**src/rtl/engine_arbiter.sv**
```systemverilog
// Round-robin arbiter that hands one shared streaming engine to NREQ requesters,
// one whole job at a time, with a drain timeout that aborts a job the engine never finishes.
module engine_arbiter #(
  parameter int NREQ = 4,
  parameter int DW   = 32,
  parameter int TMO  = 1024
) (
  input  logic              clk,
  input  logic              rst_n,
  input  logic [NREQ-1:0]   req,
  input  logic [NREQ*DW-1:0] req_din,
  input  logic [NREQ-1:0]   req_wen,
  output logic [NREQ-1:0]   req_rdy,
  output logic [NREQ-1:0]   gnt,
  output logic [DW-1:0]     rsp_dout,
  output logic [NREQ-1:0]   rsp_valid,
  output logic [DW-1:0]     eng_din,
  output logic              eng_wen,
  input  logic              eng_rdy,
  input  logic [DW-1:0]     eng_dout,
  input  logic              eng_done,
  output logic              timeout_err
);

  localparam int IW = (NREQ > 1) ? $clog2(NREQ) : 1;
  localparam int CW = (TMO > 1) ? $clog2(TMO) : 1;

  typedef enum logic [1:0] {IDLE, BUSY, DRAIN, RESP} state_t;

  state_t          state, state_nxt;
  logic [NREQ-1:0] gnt_nxt;
  logic [IW-1:0]   gidx, gidx_nxt;
  logic [IW-1:0]   last_gnt, last_nxt;
  logic [CW-1:0]   cnt, cnt_nxt;
  logic [DW-1:0]   dout_nxt;
  logic            tmo_nxt;
  logic            win_any;
  logic [IW-1:0]   win_idx;
  logic [DW-1:0]   din_arr [NREQ];

  for (genvar i = 0; i < NREQ; i++) begin : g_unpack
    assign din_arr[i] = req_din[i*DW +: DW];
  end

  // Walk offsets from farthest to nearest so the nearest requester after last_gnt wins.
  always_comb begin
    int k;
    logic [IW-1:0] kk;
    win_any = 1'b0;
    win_idx = '0;
    k       = 0;
    kk      = '0;
    for (int i = NREQ; i >= 1; i--) begin
      k  = (int'(last_gnt) + i) % NREQ;
      kk = IW'(k);
      if (req[kk]) begin
        win_any = 1'b1;
        win_idx = kk;
      end
    end
  end

  always_comb begin
    state_nxt = state;
    gnt_nxt   = gnt;
    gidx_nxt  = gidx;
    last_nxt  = last_gnt;
    cnt_nxt   = '0;
    dout_nxt  = rsp_dout;
    tmo_nxt   = 1'b0;
    case (state)
      IDLE: begin
        if (win_any) begin
          gnt_nxt   = NREQ'(1) << win_idx;
          gidx_nxt  = win_idx;
          state_nxt = BUSY;
        end
      end
      BUSY: begin
        if (eng_done) begin
          dout_nxt  = eng_dout;
          state_nxt = RESP;
        end else if (!req[gidx]) begin
          state_nxt = DRAIN;
        end
      end
      DRAIN: begin
        if (eng_done) begin
          dout_nxt  = eng_dout;
          state_nxt = RESP;
        end else if (cnt == CW'(TMO - 1)) begin
          tmo_nxt   = 1'b1;
          gnt_nxt   = '0;
          last_nxt  = gidx;
          state_nxt = IDLE;
        end else begin
          cnt_nxt = cnt + 1'b1;
        end
      end
      RESP: begin
        gnt_nxt   = '0;
        last_nxt  = gidx;
        state_nxt = IDLE;
      end
      default: state_nxt = IDLE;
    endcase
  end

  always_ff @(posedge clk or negedge rst_n) begin
    if (!rst_n) begin
      state       <= IDLE;
      gnt         <= '0;
      gidx        <= '0;
      last_gnt    <= IW'(NREQ - 1);
      cnt         <= '0;
      rsp_dout    <= '0;
      timeout_err <= 1'b0;
    end else begin
      state       <= state_nxt;
      gnt         <= gnt_nxt;
      gidx        <= gidx_nxt;
      last_gnt    <= last_nxt;
      cnt         <= cnt_nxt;
      rsp_dout    <= dout_nxt;
      timeout_err <= tmo_nxt;
    end
  end

  // Streaming path is purely combinational so the engine sees the requester with no added latency.
  assign eng_din   = (state == BUSY) ? din_arr[gidx] : '0;
  assign eng_wen   = (state == BUSY) && eng_rdy && req_wen[gidx];
  assign req_rdy   = (state == BUSY) ? (gnt & {NREQ{eng_rdy}}) : '0;
  assign rsp_valid = (state == RESP) ? gnt : '0;

endmodule

```
**config.mk**
```make
export PLATFORM = sky130hd
export DESIGN_NAME = engine_arbiter
export DESIGN_NICKNAME = d
export VERILOG_FILES = /design/src/rtl/engine_arbiter.sv
export SDC_FILE = /design/constraint.sdc
export NUM_CORES = 1
export LEC_CHECK = 0
export CAP_MARGIN = 40
export CORE_MARGIN = 4
export CORE_UTILIZATION = 30
export DETAILED_ROUTE_END_ITERATION = 7
export PLACE_DENSITY = 0.78
export SYNTH_ARGS = -nofsm -noshare
export SYNTH_HDL_FRONTEND = slang
export SYNTH_SLANG_ARGS = --single-unit
export TNS_END_PERCENT = 100
```
**constraint.sdc**
```tcl
create_clock -name clk -period 2 [get_ports clk]
set_input_delay 0.3 -clock clk [delete_from_list [all_inputs] [get_ports clk]]
set_output_delay 0.3 -clock clk [all_outputs]
set_load 0.02 [all_outputs]
```
==> flow_metrics.py, run 1 <==
metrics = {
    "timing": {
        "whs_ps": 435.5,
        "setup_violations": 27,
        "drv_slew": 0,
        "finClkSkew_ps": 1.817,
        "worst_slew_margin_rel_pct": 60.02,
        "period_share_pct": 104.0,
        "layout_min_cycle_time_ps": 2081,
        "worst_pin_slew_ps": 592.2,
        "max_freq_ghz": 0.4806,
        "hold_viol_final": 0,
        "worst_slack_ps": -80.92,
        "fin_tns_setup_ps": -1549,
        "rsz0062_at_grt": "yes",
    },
    "synth": {
        "yosys_most_used_dff": "dfrtp_1",
        "seq_area_frac_synth_pct": 38.60,
        "synth_nets": 442,
        "async_reset_ff_share_pct": 100.0,
        "syn_inst": 264,
        "synth_largest_area_cell": "dfrtp_1",
        "yosysMostFrequentCell": "dfrtp_1",
        "synth_area_mm2": 0.003442,
        "ys_seq_elements": 53,
        "synth_common_cells": "dfrtp_1 (51), and2_1 (38), mux2_2 (34)",
        "yosysTopAreaCellShare_pct": 37.08,
        "synth_area_leaders": "dfrtp_1 (37%), mux4_2 (22%), mux2_2 (11%)",
        "synth_cell_types": 41,
        "ys.warnings.count": 0,
        "synth_edf_count": 0,
        "post_synth.cell_area_avg_um2": 13.04,
    },
    "cells_and_area": {
        "drive_gt1_share_pct": 31.37,
        "fin_util_pct": 58.97,
        "syn_to_final_growth_pct": 88.99,
        "nNetsFinal": 704,
        "nFillCells": 921,
        "fin_cells": 669,
        "fin_area_mm2": 0.006505,
    },
    "status": {
        "status": "finished, violations left",
        "violations": "setup timing",
    },
    "global_routing": {
        "antenna_found_initial": 3,
        "grt.total_usage_pct": 17.72,
        "grt_overflow": 0,
        "grt_start_max_net_pins": 42,
        "grt_pass1_vias": 3458,
        "grt_pass1_wl_mm": 18.13,
    },
    "power": {
        "power_mw": 8.380,
        "ir_drop_v": 0.0009595,
        "p_clk_share_pct": 10.2,
        "power_frac_comb_pct": 68.4,
        "switching_share_pct": 36.48,
        "power_frac_seq_pct": 21.4,
        "power_leakage_nw": 2.677,
        "p_per_area_mw_per_mm2": 1288,
        "netSwitchingPower_mw": 3.057,
        "p_int_mw": 5.323,
    },
    "clocking": {
        "cts_tree": "yes",
        "cts_buffer_depth": 2,
        "clkSinkCount": 53,
        "cts_root_buffer": "clkbuf_16",
        "cts_buffers": 5,
        "clkTransAtPathRegs_ps": 60,
        "insertion_delay_ps": 280,
        "h-tree-depth": 2,
    },
    "setup_path": {
        "required_ps": 1700,
        "crit_start": "gidx[0]",
        "path_cells": "buf_12 -> buf_12 -> mux4_2 -> and3_4 -> buf_6",
        "critPathLaunchType": "register",
        "r2r_start": "state[1]",
        "cpMaxStageDelayCell": "mux4_2",
        "cpMostUsedCell": "buf_12",
        "cp_max_fo": 7,
        "worst_setup_path_end_kind": "output port",
        "slowest_delay_ps": 490,
        "crit_type": "reg -> out",
        "crit_arrival_ps": 1780,
    },
    "routing": {
        "vias_per_cell": 4.922,
        "drc": 0,
        "detail_route.iter0.violations": 165,
        "firstDrtPassIters": 4,
        "wl_per_cell_um": 19.19,
        "finalWirelength_mm": 12.84,
        "vias": 3293,
        "ant_nets": 0,
    },
    "floorplan": {
        "initial_utilization_pct": 31.20,
        "core_mm2": 0.01103,
        "rows": 38,
        "fp.dieH_um": 115.1,
        "io-pin-count": 250,
        "die_area_mm2": 0.01325,
        "die_w_um": 115.1,
    },
    "place": {
        "dpl.cell_count": 651,
        "place_area_mm2": 0.006177,
        "pre_cts_ws_ps": -257.9,
        "gp_congestion": 0.8340,
        "place_hpwl_mm": 10.56,
        "portBuffers": 249,
    },
    "run": {
        "cap_violations": 0,
    },
    "worst_hold_path": {
        "worstHoldPathType": "in -> async",
    },
}
[registers in the layout (all words and copies together) (netlist names)]
| name | flops |
|---|---|
| cnt | 10 |
| gidx | 2 |
| gnt | 4 |
| last_gnt | 2 |
| rsp_dout | 32 |
| state | 2 |
| timeout_err | 1 |
[cell usage in the layout, fill, tap and decap left out, types with 7 or more instances in the layout]
cell,instances
clkdlybuf4s50_1,207
xor2_1,7
and2_1,14
dfrtp_1,50
buf_12,8
mux2_2,34
buf_6,27
mux4_2,33
buf_4,14
and2_4,24
nor2_1,15
[per-layer routing]
metal,routed length (um),GRT usage (%),vias up,part of all wire [%]
met2,6786,31.52,157,53
met3,1358,6.632,18,11
met4,276,6.025,2,2.1
met5,13,0,-,0.10
met1,4406,19.38,1608,34
li1,-,-,1508,-
[power by group through the flow]
stage	Clock (mW)	Combinational [mW]	Sequential [mW]
final	0.852	5.73	1.80
after CTS	0.871	5.62	1.81
after global placement	0	5.24	1.78
after floorplan	0	2.67	2.20
after detailed placement	0	5.33	1.81
after global routing	0.916	6.09	1.86
[cells by family (layout without fill, tap and decap cells)]
group / after synthesis / in the layout / synth area share (%)
AOI/OAI and AO/OA: 20 / 20 / 4.798
adders and majority gates: 6 / 6 / 2.181
xor gates and xnor gates: 8 / 8 / 2.036
other: 0 / 3 / 0
buffers and inverters: 21 / 283 / 3.817
muxes: 70 / 70 / 33.59
DFF: 53 / 53 / 38.60
and+or+nand+nor: 86 / 86 / 14.98
[layout make-up]
type / count / area, um2 / share of cell area, %
antenna: 3 / 7.507 / 0.1154
clock buffer: 6 / 138.9 / 2.135
clock inverter: 1 / 7.507 / 0.1154
inverter: 4 / 15.01 / 0.2308
multi-input combinational: 190 / 2049 / 31.51
sequential: 53 / 1330 / 20.45
tap: 140 / 175.2 / 2.693
timing repair buffer: 272 / 2781 / 42.76
[critical path: cells and delay by family (launching register included)]
family	cells	cell delay, ps
buf+inv	3	390
mux	1	490
simple gates	1	200
flops	1	420
[path summary, 6_finish.rpt]
check,end,slack [ps],cells past startpoint
min reg2reg,cnt[0],450,1
max in group asynchronous,last_gnt[1],990,3
min,rsp_dout[28],440,2
min in group clk,cnt[0],450,1
max,eng_wen,-80,5
max reg2reg,state[1],230,7
[timing repair]
item,CTS,global route
gates cloned,2,1
gates resized for setup,187,40
endpoints found under the hold margin,12,0
hold buffers,1,0
buffers inserted,4,2
pin swaps,1,2
setup endpoints to repair,41,36
(Power assumes the default switching activity.)
==> run 2, diff against run 1 <==
ABC_AREA = 1   (was not set)
PLACE_DENSITY = 0.76   (was 0.78)
==> run 2 against run 1 <==
- the run now ends clean
- fmax is 6.9% higher
- utilization is 4.2 points lower
- global-route usage is 0.98 points higher
- sequential share of layout area is 0.31 points lower
- clock-buffer cell count is 1 lower
- critical path type unchanged
- critical endpoint is now eng_din[7]
- largest cell class unchanged
- highest routed layer is now met4
==> flow_metrics.py, run 2 <==
metrics = {
    "cells_and_area": {
        "most-common-layout-cells": "clkdlybuf4s50_1 (207), nor2_1 (150), o21ai_0 (66)",
        "nNetsFinal": 947,
        "nFillCells": 1127,
        "drive_gt1_share_pct": 17.14,
        "top_regs": "rsp_dout x32, cnt x10, gnt x4",
        "syn_to_final_growth_pct": 78.65,
        "antenna_cells": 0,
        "fin_cells": 938,
        "top_register": "rsp_dout",
        "largest_reg_flops": 32,
        "layout_commonest_cell": "clkdlybuf4s50_1",
    },
    "synth": {
        "synth_nets": 693,
        "synth_largest_area_cell": "dfrtp_1",
        "ys.warnings.count": 0,
        "yosysMostFrequentCell": "nor2_1",
        "synth.area.mux_share_pct": 9.746,
        "synthSimpleGateAreaFrac_pct": 28.87,
        "synth_top_family_by_area": "simple AND/OR/NAND/NOR gates",
        "synth_common_cells": "nor2_1 (150), o21ai_0 (72), nand2_1 (61)",
        "yosys_most_used_dff": "dfrtp_1",
        "seq_area_frac_synth_pct": 35.94,
        "syn_inst": 515,
        "synth_edf_count": 0,
        "synth_xor_xnor_area_share_pct": 0.7107,
        "synth_cell_types": 35,
        "synth_area_leaders": "dfrtp_1 (35%), nor2_1 (15%), o21ai_0 (9.7%)",
        "async_reset_ff_share_pct": 100.0,
        "ys_seq_elements": 53,
        "post_synth.cell_area_avg_um2": 7.179,
        "synth_area_mm2": 0.003697,
        "synth-compound-area-share_pct": 15.67,
        "yosysTopAreaCellShare_pct": 34.52,
        "synth-adder-area-share_pct": 2.030,
    },
    "worst_hold_path": {
        "hold_start": "cnt[0]",
        "worstHoldPathType": "reg -> reg",
        "min_path_cells": 1,
        "hold_path_end": "cnt[0]",
    },
    "setup_path": {
        "slowest_delay_ps": 490,
        "ff2ff_path_depth": 9,
        "timing.rr.end": "last_gnt[1]",
        "regToRegSetupSlack_ps": 290,
        "r2r_start": "state[0]",
        "critPathLaunchType": "register",
        "cp_max_fo": 17,
        "cpMostUsedCell": "nor2_1",
        "cpMaxStageDelayCell": "dfrtp_2",
        "crit_arrival_ps": 1650,
        "crit_type": "reg -> out",
        "path_cells": "buf_12 -> nor2_1 -> nor2_1 -> o21ai_0 -> a21oi_1 -> clkbuf_2",
        "worst_setup_path_end_kind": "output port",
        "required_ps": 1700,
    },
    "power": {
        "netSwitchingPower_mw": 4.151,
        "ir_drop_v": 0.0008636,
        "switching_share_pct": 45.29,
        "p_clk_share_pct": 11.0,
        "p_per_area_mw_per_mm2": 1388,
        "power_frac_seq_pct": 19.9,
        "power_leakage_nw": 2.911,
        "p_int_mw": 5.014,
        "power_frac_comb_pct": 69.1,
    },
    "clocking": {
        "cts_root_buffer": "clkbuf_16",
        "insertion_delay_ps": 290,
        "cts_tree": "yes",
        "clkSinkCount": 53,
        "cts_buffers": 5,
        "h-tree-depth": 2,
        "clkTransAtPathRegs_ps": 70,
        "cts_buffer_depth": 2,
    },
    "place": {
        "place_hpwl_mm": 10.95,
        "gp_congestion": 0.8278,
        "dpl.cell_count": 925,
        "portBuffers": 249,
    },
    "timing": {
        "worst_pin_slew_ps": 453.9,
        "whs_ps": 470.2,
        "layout_min_cycle_time_ps": 1947,
        "worst_slew_margin_rel_pct": 69.74,
        "rsz0062_at_grt": "yes",
        "hold_viol_final": 0,
        "max_freq_ghz": 0.5136,
        "fin_tns_setup_ps": 0,
        "drv_slew": 0,
        "setup_violations": 0,
        "period_share_pct": 97.35,
        "finClkSkew_ps": 8.656,
    },
    "floorplan": {
        "core_mm2": 0.01206,
        "die_w_um": 119.0,
        "die_area_mm2": 0.01416,
        "initial_utilization_pct": 30.65,
        "fp.dieH_um": 119.0,
        "io-pin-count": 250,
        "rows": 40,
    },
    "global_routing": {
        "grt.total_usage_pct": 18.69,
        "grt_overflow": 0,
        "grt_start_max_net_pins": 36,
        "grt_pass1_vias": 4182,
        "grt_pass1_wl_mm": 21.63,
        "antenna_found_initial": 0,
    },
    "routing": {
        "drc": 0,
        "ant_nets": 0,
        "wl_per_cell_um": 15.21,
        "vias": 4374,
        "detail_route.iter0.violations": 226,
        "vias_per_cell": 4.663,
        "firstDrtPassIters": 4,
        "finalWirelength_mm": 14.27,
    },
    "status": {
        "status": "finished clean",
    },
    "run": {
        "cap_violations": 0,
    },
}
run 2: cells by family (layout without fill, tap and decap cells):
logic type	Yosys count	count (layout)
xor+xnor	3	3
fa+ha+maj	6	6
simple gates	248	248
flops	53	53
compound gates	114	114
mux	32	32
buf+inv	59	314
run 2: worst max-delay path: cells and delay by family (launching register included):
| family | cells | cell delay (ps) |
|---|---|---|
| simple gates | 2 | 190 |
| flops | 1 | 490 |
| buf+inv | 2 | 380 |
| compound gates | 2 | 290 |
run 2: per-stage QoR:
| step | cell area [um2] | total power, mW | setup slack [ps] | utilization, % |
|---|---|---|---|---|
| floorplan | 3697 | 5.464 | 369.5 | - |
| global placement | 6496 | 8.157 | -156.1 | 53.86 |
| detailed placement | 6496 | 8.251 | -160.8 | 53.86 |
| CTS | 6666 | 9.118 | -4.297 | 55.27 |
| global route | 6605 | 9.897 | -59.24 | 54.76 |
| finish | 6605 | 9.166 | 52.98 | 54.76 |
run 2: layout make-up:
class	instances	area, um2	area share (%)
inverters	30	120.1	1.819
well taps	168	210.2	3.182
flip-flops and latches	53	1330	20.14
multi-input cells	403	2115	32.01
clock inverters	3	50.05	0.7577
clock buffers	5	125.1	1.894
repair buffers	276	2655	40.20
run 2: power by group through the flow:
stage                     sequential (mW)  combinational [mW]  clock [mW]
after floorplan                      2.20                3.26           0
after global placement               1.80                6.36           0
after detailed placement             1.83                6.42           0
after CTS                            1.81                6.28        1.03
after global routing                 1.88                6.96        1.06
final                                1.82                6.34        1.01
run 2: worst max-delay path by stage:
stage	startpoint	endpoint	slack, ps
5_1_grt	gidx[0]	eng_din[7]	-60
2_1_floorplan	gidx[0]	eng_din[22]	370
3_3_place_gp	req_din[31]	eng_din[31]	-160
6_report	gidx[0]	eng_din[7]	50
4_1_cts	gidx[0]	eng_din[25]	-4
3_5_place_dp	req_din[31]	eng_din[31]	-160
run 2: repair_timing:
item                       in CTS  in global routing
pin swaps                       0                  2
setup buffers                   0                  2
hold endpoints to repair       15                  0
setup endpoints to repair      41                 36
gates resized for setup        74                 85
hold buffers                    1                  0
cloned                          0                  2
run 2: metal layers:
| layer | track usage [%] | part of all wire [%] |
|---|---|---|
| met1 | 21.06 | 40 |
| met2 | 34.48 | 51 |
| met3 | 5.556 | 7.9 |
| met4 | 4.272 | 1.4 |
| met5 | 0 | 0 |
==> run 3, diff against run 2 <==
MAX_ROUTING_LAYER = met4   (was not set)
==> run 3 against run 2 <==
- total power down 1.3%
- design area shrank 0.83%
- flip-flop and latch count unchanged
- combinational power fell by 2%
- largest power group unchanged
- highest routed layer unchanged
==> flow_metrics.py, run 3 (synthesis gave the netlist of run 2 again) <==
metrics = {
    "setup_path": {
        "worst_setup_path_end_kind": "output port",
        "path_buf_inv": 2,
        "cpMaxStageDelayCell": "dfrtp_2",
        "slowest_delay_ps": 470,
        "timing.rr.end": "last_gnt[1]",
        "critPathLaunchType": "register",
        "cpMostUsedCell": "nor2_1",
        "crit_family": "flip-flops",
        "path_cells": "buf_12 -> nor2_1 -> nor2_1 -> o21ai_0 -> a21oi_1 -> buf_4",
        "r2r_start": "state[0]",
        "crit_arrival_ps": 1630,
        "regToRegSetupSlack_ps": 280,
        "cp_max_fo": 34,
        "ff2ff_path_depth": 9,
        "required_ps": 1700,
        "crit_type": "reg -> out",
    },
    "floorplan": {
        "fp.dieH_um": 119.0,
        "core_mm2": 0.01206,
        "rows": 40,
        "die_area_mm2": 0.01416,
        "die_w_um": 119.0,
        "io-pin-count": 250,
        "initial_utilization_pct": 30.65,
    },
    "timing": {
        "hold_viol_final": 0,
        "layout_min_cycle_time_ps": 1929,
        "worst_pin_slew_ps": 458.1,
        "setup_violations": 0,
        "drv_slew": 0,
        "max_freq_ghz": 0.5185,
        "worst_slew_margin_rel_pct": 69.46,
        "rsz0062_at_grt": "yes",
        "period_share_pct": 96.43,
        "finClkSkew_ps": 6.974,
    },
    "clocking": {
        "cts_buffers": 5,
        "clkSinkCount": 53,
        "cts_buffer_depth": 2,
        "insertion_delay_ps": 290,
        "h-tree-depth": 2,
        "clkTransAtPathRegs_ps": 70,
        "cts_root_buffer": "clkbuf_16",
        "cts_tree": "yes",
    },
    "routing": {
        "firstDrtPassIters": 4,
        "vias": 4378,
        "vias_per_cell": 4.677,
        "detail_route.iter0.violations": 243,
        "wl_per_cell_um": 15.10,
        "finalWirelength_mm": 14.13,
        "ant_nets": 0,
        "drc": 0,
    },
    "cells_and_area": {
        "nFillCells": 1132,
        "most-common-layout-cells": "clkdlybuf4s50_1 (207), nor2_1 (150), o21ai_0 (66)",
        "seqCellArea_mm2": 0.001330,
        "largest_reg_flops": 32,
        "fin_util_pct": 54.31,
        "top_register": "rsp_dout",
        "nNetsFinal": 945,
        "fin_cells": 936,
        "multiInputGateArea_mm2": 0.002115,
        "syn_to_final_growth_pct": 77.16,
        "antenna_cells": 0,
        "top_regs": "rsp_dout x32, cnt x10, gnt x4",
        "fin_area_mm2": 0.006550,
        "drive_gt1_share_pct": 16.93,
        "layout_commonest_cell": "clkdlybuf4s50_1",
    },
    "place": {
        "place_area_mm2": 0.006496,
        "place_hpwl_mm": 10.95,
        "gp_congestion": 0.8403,
        "portBuffers": 249,
        "dpl.cell_count": 925,
    },
    "status": {
        "status": "finished clean",
    },
    "power": {
        "power_frac_comb_pct": 68.8,
        "p_int_mw": 4.915,
        "netSwitchingPower_mw": 4.133,
        "power_leakage_nw": 2.887,
        "p_per_area_mw_per_mm2": 1381,
        "switching_share_pct": 45.68,
        "power_frac_seq_pct": 20.1,
        "p_clk_share_pct": 11.1,
        "ir_drop_v": 0.0008662,
    },
    "global_routing": {
        "grt.total_usage_pct": 19.23,
        "grt_start_max_net_pins": 36,
        "grt_pass1_vias": 4186,
        "grt_overflow": 0,
        "antenna_found_initial": 0,
        "grt_pass1_wl_mm": 21.62,
    },
    "worst_hold_path": {
        "hold_path_end": "cnt[0]",
        "hold_start": "cnt[0]",
        "min_path_cells": 1,
        "worstHoldPathType": "reg -> reg",
    },
    "run": {
        "cap_violations": 0,
    },
}
[run 3: area by class of cell]
cell class              instances  share of cell area [%]
flip-flops and latches         53                   20.31
clock buffers                   5                   1.910
inverters                      30                   1.834
multi-input cells             403                   32.28
repair buffers                274                   39.69
well taps                     168                   3.209
clock inverters                 3                  0.7641
[run 3: worst max-delay path by stage]
stage | start | to | slack, ps | depth (start not counted)
floorplan | gidx[0] | eng_din[22] | 370 | 7
global placement | req_din[31] | eng_din[31] | -160 | 6
detailed placement | req_din[31] | eng_din[31] | -160 | 6
CTS | gidx[0] | eng_din[25] | -4 | 5
global route | gidx[0] | eng_din[7] | -50 | 6
finish | gidx[0] | eng_din[19] | 70 | 6
[run 3: power by group through the flow]
stage	Clock (mW)	Sequential, mW	Combinational (mW)
after floorplan	0	2.20	3.26
after global placement	0	1.80	6.36
after detailed placement	0	1.83	6.42
after CTS	1.03	1.81	6.28
after global routing	1.06	1.87	6.83
final	1.01	1.82	6.22
[run 3: worst reg2reg max path, delay by kind of cell (launching register included)]
kind,cells,cell delay [ps]
AND/OR/NAND/NOR,2,310
AO/OA/AOI/OAI,2,270
adder cells (fa/ha/maj),1,230
buffers and inverters,4,430
flip-flops,1,390
[run 3: stage by stage]
stage	worst slack, ps	hold WS, ps	setup TNS [ps]	power [mW]
after floorplan	369.5	4.409	0	5.464
after global placement	-156.1	270.6	-1247	8.157
after detailed placement	-160.8	274.3	-1520	8.251
after CTS	-4.297	478.8	-6.945	9.118
after global routing	-46.06	503.0	-78.04	9.769
final	71.46	472.1	0	9.047
[run 3: layer usage]
metal  GRT usage (%)  vias up  share of wire [%]
met2           34.48      165                 51
met3           4.179       18                6.5
li1                -     2177                  -
met4           4.272        0                1.4
met5               -        -                  0
met1           21.95     2018                 41
[run 3: what timing repair did]
item,CTS,global route
pin swaps,0,2
setup endpoints to repair,41,36
hold endpoints to repair,15,0
setup buffers,0,1
hold buffers,1,0
resized for setup,74,72
cloned,0,1
